`config.mk`:
```
export PLATFORM = sky130hd
export DESIGN_NAME = add_arbiter
export DESIGN_NICKNAME = d
export VERILOG_FILES = /design/src/rtl/add_arbiter.sv
export SDC_FILE = /design/constraint.sdc
export NUM_CORES = 1
export LEC_CHECK = 0
export CAP_MARGIN = 10
export CORE_ASPECT_RATIO = 0.6
export CORE_MARGIN = 2
export CORE_UTILIZATION = 39
export CTS_CLUSTER_DIAMETER = 80
export DETAILED_ROUTE_END_ITERATION = 16
export DONT_BUFFER_PORTS = 1
export PLACE_DENSITY = 0.52
export RECOVER_POWER = 50
export SYNTH_ARGS = -nofsm -noshare
export SYNTH_HDL_FRONTEND = slang
export SYNTH_SLANG_ARGS = --single-unit
```
`constraint.sdc`:
```
create_clock -name clk -period 5.3 [get_ports clk]
set_input_delay 1.06 -clock clk [delete_from_list [all_inputs] [get_ports clk]]
set_output_delay 1.06 -clock clk [all_outputs]
set_load 0.02 [all_outputs]
```
`src/rtl/add_arbiter.sv`:
```
// add_arbiter: three requesters share one adder through a round-robin arbiter.
// The winner's operands are latched in IDLE. The sum is registered in CALC.
// The result is held in DONE until the consumer acknowledges it.
module add_arbiter #(
    parameter int WIDTH = 32
) (
    input  logic                 clk,
    input  logic                 reset,
    input  logic [2:0]           req,
    input  logic [3*WIDTH-1:0]   op_a,
    input  logic [3*WIDTH-1:0]   op_b,
    output logic [2:0]           gnt,
    output logic                 res_valid,
    input  logic                 res_ack,
    output logic [WIDTH-1:0]     result,
    output logic                 carry,
    output logic                 overflow,
    output logic [1:0]           res_id,
    output logic                 busy
);

    typedef enum logic [1:0] {
        IDLE = 2'd0,
        CALC = 2'd1,
        DONE = 2'd2
    } state_t;

    state_t             state_q;
    logic [2:0]         gnt_q;
    logic               res_valid_q;
    logic [WIDTH-1:0]   result_q;
    logic               carry_q;
    logic               ovf_q;
    logic [1:0]         res_id_q;
    logic [1:0]         id_q;
    logic [1:0]         last_grant_q;
    logic [WIDTH-1:0]   a_q;
    logic [WIDTH-1:0]   b_q;

    logic               win_vld_d;
    logic [1:0]         win_id_d;
    logic [1:0]         cand;
    logic [WIDTH-1:0]   a_sel_d;
    logic [WIDTH-1:0]   b_sel_d;
    logic [WIDTH:0]     sum_d;

    // Requester index that follows i in the wrap order 0 -> 1 -> 2 -> 0.
    function automatic logic [1:0] next_idx(input logic [1:0] i);
        return (i == 2'd2) ? 2'd0 : i + 2'd1;
    endfunction

    // Two's-complement overflow: same-sign operands whose sum has a different sign.
    function automatic logic signed_ovf(input logic a_msb, input logic b_msb,
                                        input logic s_msb);
        return (a_msb == b_msb) && (s_msb != a_msb);
    endfunction

    // Round-robin search. It starts just after the last granted requester.
    always_comb begin
        win_vld_d = 1'b0;
        win_id_d  = 2'd0;
        cand      = next_idx(last_grant_q);
        for (int k = 0; k < 3; k++) begin
            if (!win_vld_d && req[cand]) begin
                win_vld_d = 1'b1;
                win_id_d  = cand;
            end
            cand = next_idx(cand);
        end
    end

    // Route the winning requester's operand lanes to the capture registers.
    always_comb begin
        a_sel_d = op_a[0 +: WIDTH];
        b_sel_d = op_b[0 +: WIDTH];
        case (win_id_d)
            2'd1: begin
                a_sel_d = op_a[WIDTH +: WIDTH];
                b_sel_d = op_b[WIDTH +: WIDTH];
            end
            2'd2: begin
                a_sel_d = op_a[2*WIDTH +: WIDTH];
                b_sel_d = op_b[2*WIDTH +: WIDTH];
            end
            default: begin
                a_sel_d = op_a[0 +: WIDTH];
                b_sel_d = op_b[0 +: WIDTH];
            end
        endcase
    end

    // Shared adder, one bit wider than the operands so the carry-out is kept.
    always_comb begin
        sum_d = {1'b0, a_q} + {1'b0, b_q};
    end

    // Operand capture on a grant. Later input changes cannot reach the in-flight sum.
    always_ff @(posedge clk) begin
        if (state_q == IDLE && win_vld_d) begin
            a_q <= a_sel_d;
            b_q <= b_sel_d;
        end
    end

    // Control FSM with registered grant, result and status outputs.
    always_ff @(posedge clk or negedge reset) begin
        if (!reset) begin
            state_q      <= IDLE;
            gnt_q        <= 3'b000;
            res_valid_q  <= 1'b0;
            result_q     <= '0;
            carry_q      <= 1'b0;
            ovf_q        <= 1'b0;
            res_id_q     <= 2'd0;
            id_q         <= 2'd0;
            last_grant_q <= 2'd2;
        end else begin
            case (state_q)
                IDLE: begin
                    gnt_q <= 3'b000;
                    if (win_vld_d) begin
                        gnt_q        <= 3'b001 << win_id_d;
                        id_q         <= win_id_d;
                        last_grant_q <= win_id_d;
                        state_q      <= CALC;
                    end
                end
                CALC: begin
                    gnt_q       <= 3'b000;
                    result_q    <= sum_d[WIDTH-1:0];
                    carry_q     <= sum_d[WIDTH];
                    ovf_q       <= signed_ovf(a_q[WIDTH-1], b_q[WIDTH-1], sum_d[WIDTH-1]);
                    res_id_q    <= id_q;
                    res_valid_q <= 1'b1;
                    state_q     <= DONE;
                end
                DONE: begin
                    gnt_q <= 3'b000;
                    if (res_ack) begin
                        res_valid_q <= 1'b0;
                        state_q     <= IDLE;
                    end
                end
                default: begin
                    gnt_q   <= 3'b000;
                    state_q <= IDLE;
                end
            endcase
        end
    end

    assign gnt       = gnt_q;
    assign res_valid = res_valid_q;
    assign result    = result_q;
    assign carry     = carry_q;
    assign overflow  = ovf_q;
    assign res_id    = res_id_q;
    assign busy      = (state_q != IDLE);

endmodule

```
**After elaboration in Yosys (flattened, before gate mapping)**

Index checks and enable logic that the tools add are counted.

- Input port bits: 198
- Output and inout bits: 41
- Logic and storage cells: 66
- Register bits: 110

- $lt $le $gt $ge: 3
- Muxes and demuxes: 24
- Reduce and logical (&&, ||, !) cells: 12
- $add $sub $neg: 4
- Equal/unequal tests: 11
- Shift operators: 1

Operator list:

| kind | count |
|---|---|
| $pmux W32 S2 | 2 |
| $add A32 B32 Y33 | 1 |
| $mux W2 | 8 |
| $eq A2 B2 Y1 const B | 5 |
| $lt A2 B3 Y1 const B | 3 |
| $mux W1 | 7 |
| $add A2 B1 Y2 const B | 3 |
| $bmux W1 S2 | 3 |
| $mux W3 | 2 |
| $pmux W2 S3 | 1 |
| $reduce_and A2 Y1 | 3 |
| $eq A2 B1 Y1 const B | 2 |
| $logic_and A1 B1 Y1 | 4 |
| $ne A2 B2 Y1 const B | 2 |
| $reduce_bool A2 Y1 | 2 |
| $shl A1 B2 Y3 const A | 1 |
| $logic_not A1 Y1 | 2 |
| $logic_not A2 Y1 | 1 |
| $pmux W1 S2 | 1 |
| $eq A1 B1 Y1 | 1 |
| $ne A1 B1 Y1 | 1 |

**Depth between registers and ports, before layout**

- Word-level depth: 14
- Depth in mapped cells: 10
- Depth with buffers taken out: 10

**Worst setup path before layout**

OpenSTA, ideal clock, no wires.

- Kind: input -> register
- Start point: input port req[0]
- End point: register a_q[0], enable pin
- Arrival: 3.963 ns
- Path slack: 0.843 ns
- Stages on the path: 2
- Cell sequence: nor3_1 -> nor2_1

- Cells in the longest elaborated chain, start to end: 10
- Elaborated cells between the ends (all ways): 14

Ends and longest elaborated chain:

| element | line | RTL |
|---|---|---|
| start, declared | 9 | `input logic [2:0] req,` |
| $bmux W1 S2 | 64 | `if (!win_vld_d && req[cand]) begin` |
| $mux W1 (implied by the code) | 64 |  |
| $mux W1 | 64 |  |
| $logic_not A1 Y1 | 64 |  |
| $logic_and A1 B1 Y1 | 64 |  |
| $mux W1 | 64 |  |
| $logic_not A1 Y1 | 64 |  |
| $logic_and A1 B1 Y1 | 64 |  |
| $mux W1 * | 64 |  |
| $logic_and A1 B1 Y1 * | 99 | `if (state_q == IDLE && win_vld_d) begin` |
| end signal, assigned | 100 | `a_q <= a_sel_d;` |
| end, declared | 37 | `logic [WIDTH-1:0] a_q;` |

Mark *: on every way between the ends. The rest lies on a longest branch, timed or not. The select of a mux whose other input is x is not followed.
A chain may end at the register's enable or synchronous reset.

**Final worst setup path**

- Start point: register a_q[0]
- End point: register result_q[30], in the netlist result[30]

- Cells in the longest elaborated chain, start to end: 1

Ends and longest elaborated chain:

| element | line | RTL |
|---|---|---|
| $add A32 B32 Y33 | 94 | `sum_d = {1'b0, a_q} + {1'b0, b_q};` |
| end signal, assigned | 130 | `result_q <= sum_d[WIDTH-1:0];` |
| end, declared | 31 | `logic [WIDTH-1:0] result_q;` |

No other way between the ends.

==> out/qor.yml <==
synth_top_area_share: 0.297
track_usage: 0.217
die_x_um: 170
fp.dieH_um: 104
cts_buffer_depth: 2
synth_top_area_cell: "edfxtp_1"
path_cells: "ha_1 > fa_1 > a21oi_1 > o21ai_0 > o21a_1 > nor3_1 > o2111ai_1 > a41oi_1 > xor2_1 > o21ai_0"
ctsHoldBuffers: 0
seqPwrFrac: 0.335
clkPwrFrac: 0.110
routed_via_density: 5.88
hp-class: "in2async"
grt_pass1_wl_um: 28900
cts_root_buf: "clkbuf_16"
end_kind: "flop"
worstPathRequired_ps: 5460
arrival_ps: 3280
final.setup.tns_ps: 0
synth_edf_count: 64
synth.area.top_cells: "edfxtp_1 (30%), dfrtp_1 (17%), a21oi_1 (7.9%)"
drt_iter0_markers: 375
ys_warn_count: 0
wl_per_cell_um: 21.7
cts.repair.resized: 0
start_kind: "flop"
drt_wl_total_um: 18900
layout_common_cells: "a21oi_1 (102), nor2_1 (80), a22oi_1 (64), nand2_1 (64), edfxtp_1 (64)"
n_antenna_cell: 0
regArea_um2: 3050
crit_family: "compound AO/OA/AOI/OAI gates"
powerDensity_nw_per_um2: 829
relSlewSlack: -0.223
drive_above_1_share: 0.0452
power.switching_w: 0.00275
async_flop_share: 0.413
setup_viol: 0
syn-num-nets: 917
drc: 0
muxShareOfSynthArea: 0.00174
synth-simple-area-share: 0.130
layout-area-overhead-vs-synth_pct: 6.70
via_count: 5129
rsz0062_at_grt: "no"
synth-main-ff-cell: "edfxtp_1"
path_max_fanout: 4
h-tree-depth: 3
drv_cap: 2
cts_made_buffers: 9
max_stage_delay_ps: 500
synth_xor_area_frac: 0.0366
clock_latency_ps: 360
synth-seq-area-share: 0.472
finClkSkew_ps: 6.62
clk_pin_slew_worst_paths_ps: 70
hold_slack_ps: 391
coreArea_um2: 16200
cts_setup_buffers: 0
place_area_um2: 6650
pin_count: 239
hpwl_um: 14600
cts.sinks: 109
power.leakage_nw: 2.71
max_freq_mhz: 320
design_area_um2: 6900
final_util: 0.425
antenna_found_initial: 0
synth-adder-area-share: 0.0708
multiInputGateArea_um2: 3230
start_util: 0.399
synth-seq-cells: 109
status: "finished with violations"
cts_tree: "yes"
critPathKind: "reg2reg"
synth_compound_area_frac: 0.259
postSynthCellCount: 683
p_sw_frac: 0.481
die_area_um2: 17700
syn_avg_cell_area_um2: 9.47
first_pass_iters: 5
combPwrFrac: 0.555
place.gp.congestion: 0.886
crit_buf_inv: 0
slew_violations: 73
grt_max_degree: 85
internal-power_w: 0.00297
n_fill_cell: 1600
first_global_vias: 5039
rows: 36
finalHoldViolations: 0
period_share: 0.589
vdd_drop_max_mv: 0.234
synth_top_family_by_area: "compound AO/OA/AOI/OAI gates"
final_common_cell: "a21oi_1"
worstMarginPinSlew_ps: 1830
final_nets: 892
portBuffers: 0
synth.distinct_cells: 56
ant_nets: 0
grt-ovfl-total: 0
crit_path_top_delay_cell: "nor3_1"
rrSetupSlack_ps: 2180
failed_checks: "max-capacitance violations, max-slew violations"
synth_area_um2: 6460
period_minus_slack_ps: 3120
cpMostUsedCell: "o21ai_0"
-- final cells by class --
type / count / area share
Multi-Input combinational cell: 521 / 0.469
Sequential cell: 109 / 0.442
Tap cell: 209 / 0.0379
Clock buffer: 10 / 0.0332
Timing Repair Buffer: 8 / 0.00762
Clock inverter: 6 / 0.00562
Inverter: 9 / 0.00490
-- cell families (layout without fill, tap and decap cells) --
logic type      after synthesis  after routing
compound gates              266            266
flops                       109            109
xor+xnor                     27             27
simple gates                191            191
mux                           1              1
buf+inv                      53             33
fa+ha+maj                    36             36
-- sequential cells by signal (all words and copies together) (netlist names) --
register	flops
a_q	32
b_q	32
result	32
gnt	3
id_q	2
res_id	2
state_q	2
carry	1
last_grant_q	1
overflow	1
res_valid	1
-- per-layer routing --
layer / global-route usage / share of wire / vias to the layer above
met4: 0.0568 / 0.015 / 0
met5: 0 / 0 / -
met2: 0.289 / 0.39 / 198
met1: 0.338 / 0.52 / 2424
met3: 0.0630 / 0.078 / 21
li1: - / - / 2486
-- power by group through the flow --
stage | Combinational, W | Clock (W) | Sequential [W]
after global placement | 0.00310 | 0 | 0.00193
after detailed placement | 0.00316 | 0 | 0.00193
after CTS | 0.00318 | 0.000643 | 0.00192
after global routing | 0.00358 | 0.000675 | 0.00196
final | 0.00318 | 0.000630 | 0.00191
after floorplan | 0.00237 | 0 | 0.00181
-- metrics by stage --
step | setup slack [ps] | cells | total power [W]
after floorplan | 843 | 683 | 0.00418
after global placement | 2140 | 856 | 0.00503
after detailed placement | 2040 | 856 | 0.00509
after CTS | 2230 | 872 | 0.00574
after global routing | 1800 | 872 | 0.00622
final | 2180 | 872 | 0.00572
-- worst paths after layout --
check | startpoint | endpoint | cells past startpoint
setup / recovery | a_q[0] | result[30] | 10
hold / removal | reset | state_q[0] | 0
setup reg to reg | a_q[0] | result[30] | 10
hold reg to reg | id_q[1] | res_id[1] | 2
max in group asynchronous | reset | last_grant_q[1] | 0
min in group clk | id_q[1] | res_id[1] | 2
-- cells in the mapped netlist, types with 2 or more instances --
cell	n
nand2b_1	2
a211o_1	3
xnor2_1	16
o21bai_1	4
nor3_1	4
o21ai_0	39
nor2b_1	2
o2111ai_1	2
dfrtp_1	44
and2_1	7
a211oi_1	2
xor2_1	11
buf_1	7
and3_1	3
a21oi_2	2
nor2_1	80
o21a_1	6
nand2_1	64
nand3_1	9
a21oi_1	102
nand3b_1	2
nand4_1	5
nor4b_1	2
edfxtp_1	64
or3_1	2
a22oi_1	64
a31oi_1	4
ha_1	35
a2111o_1	2
nor3b_1	3
a21o_1	21
o211ai_1	3
clkbuf_1	36
inv_1	9
(Power assumes the default switching activity.)
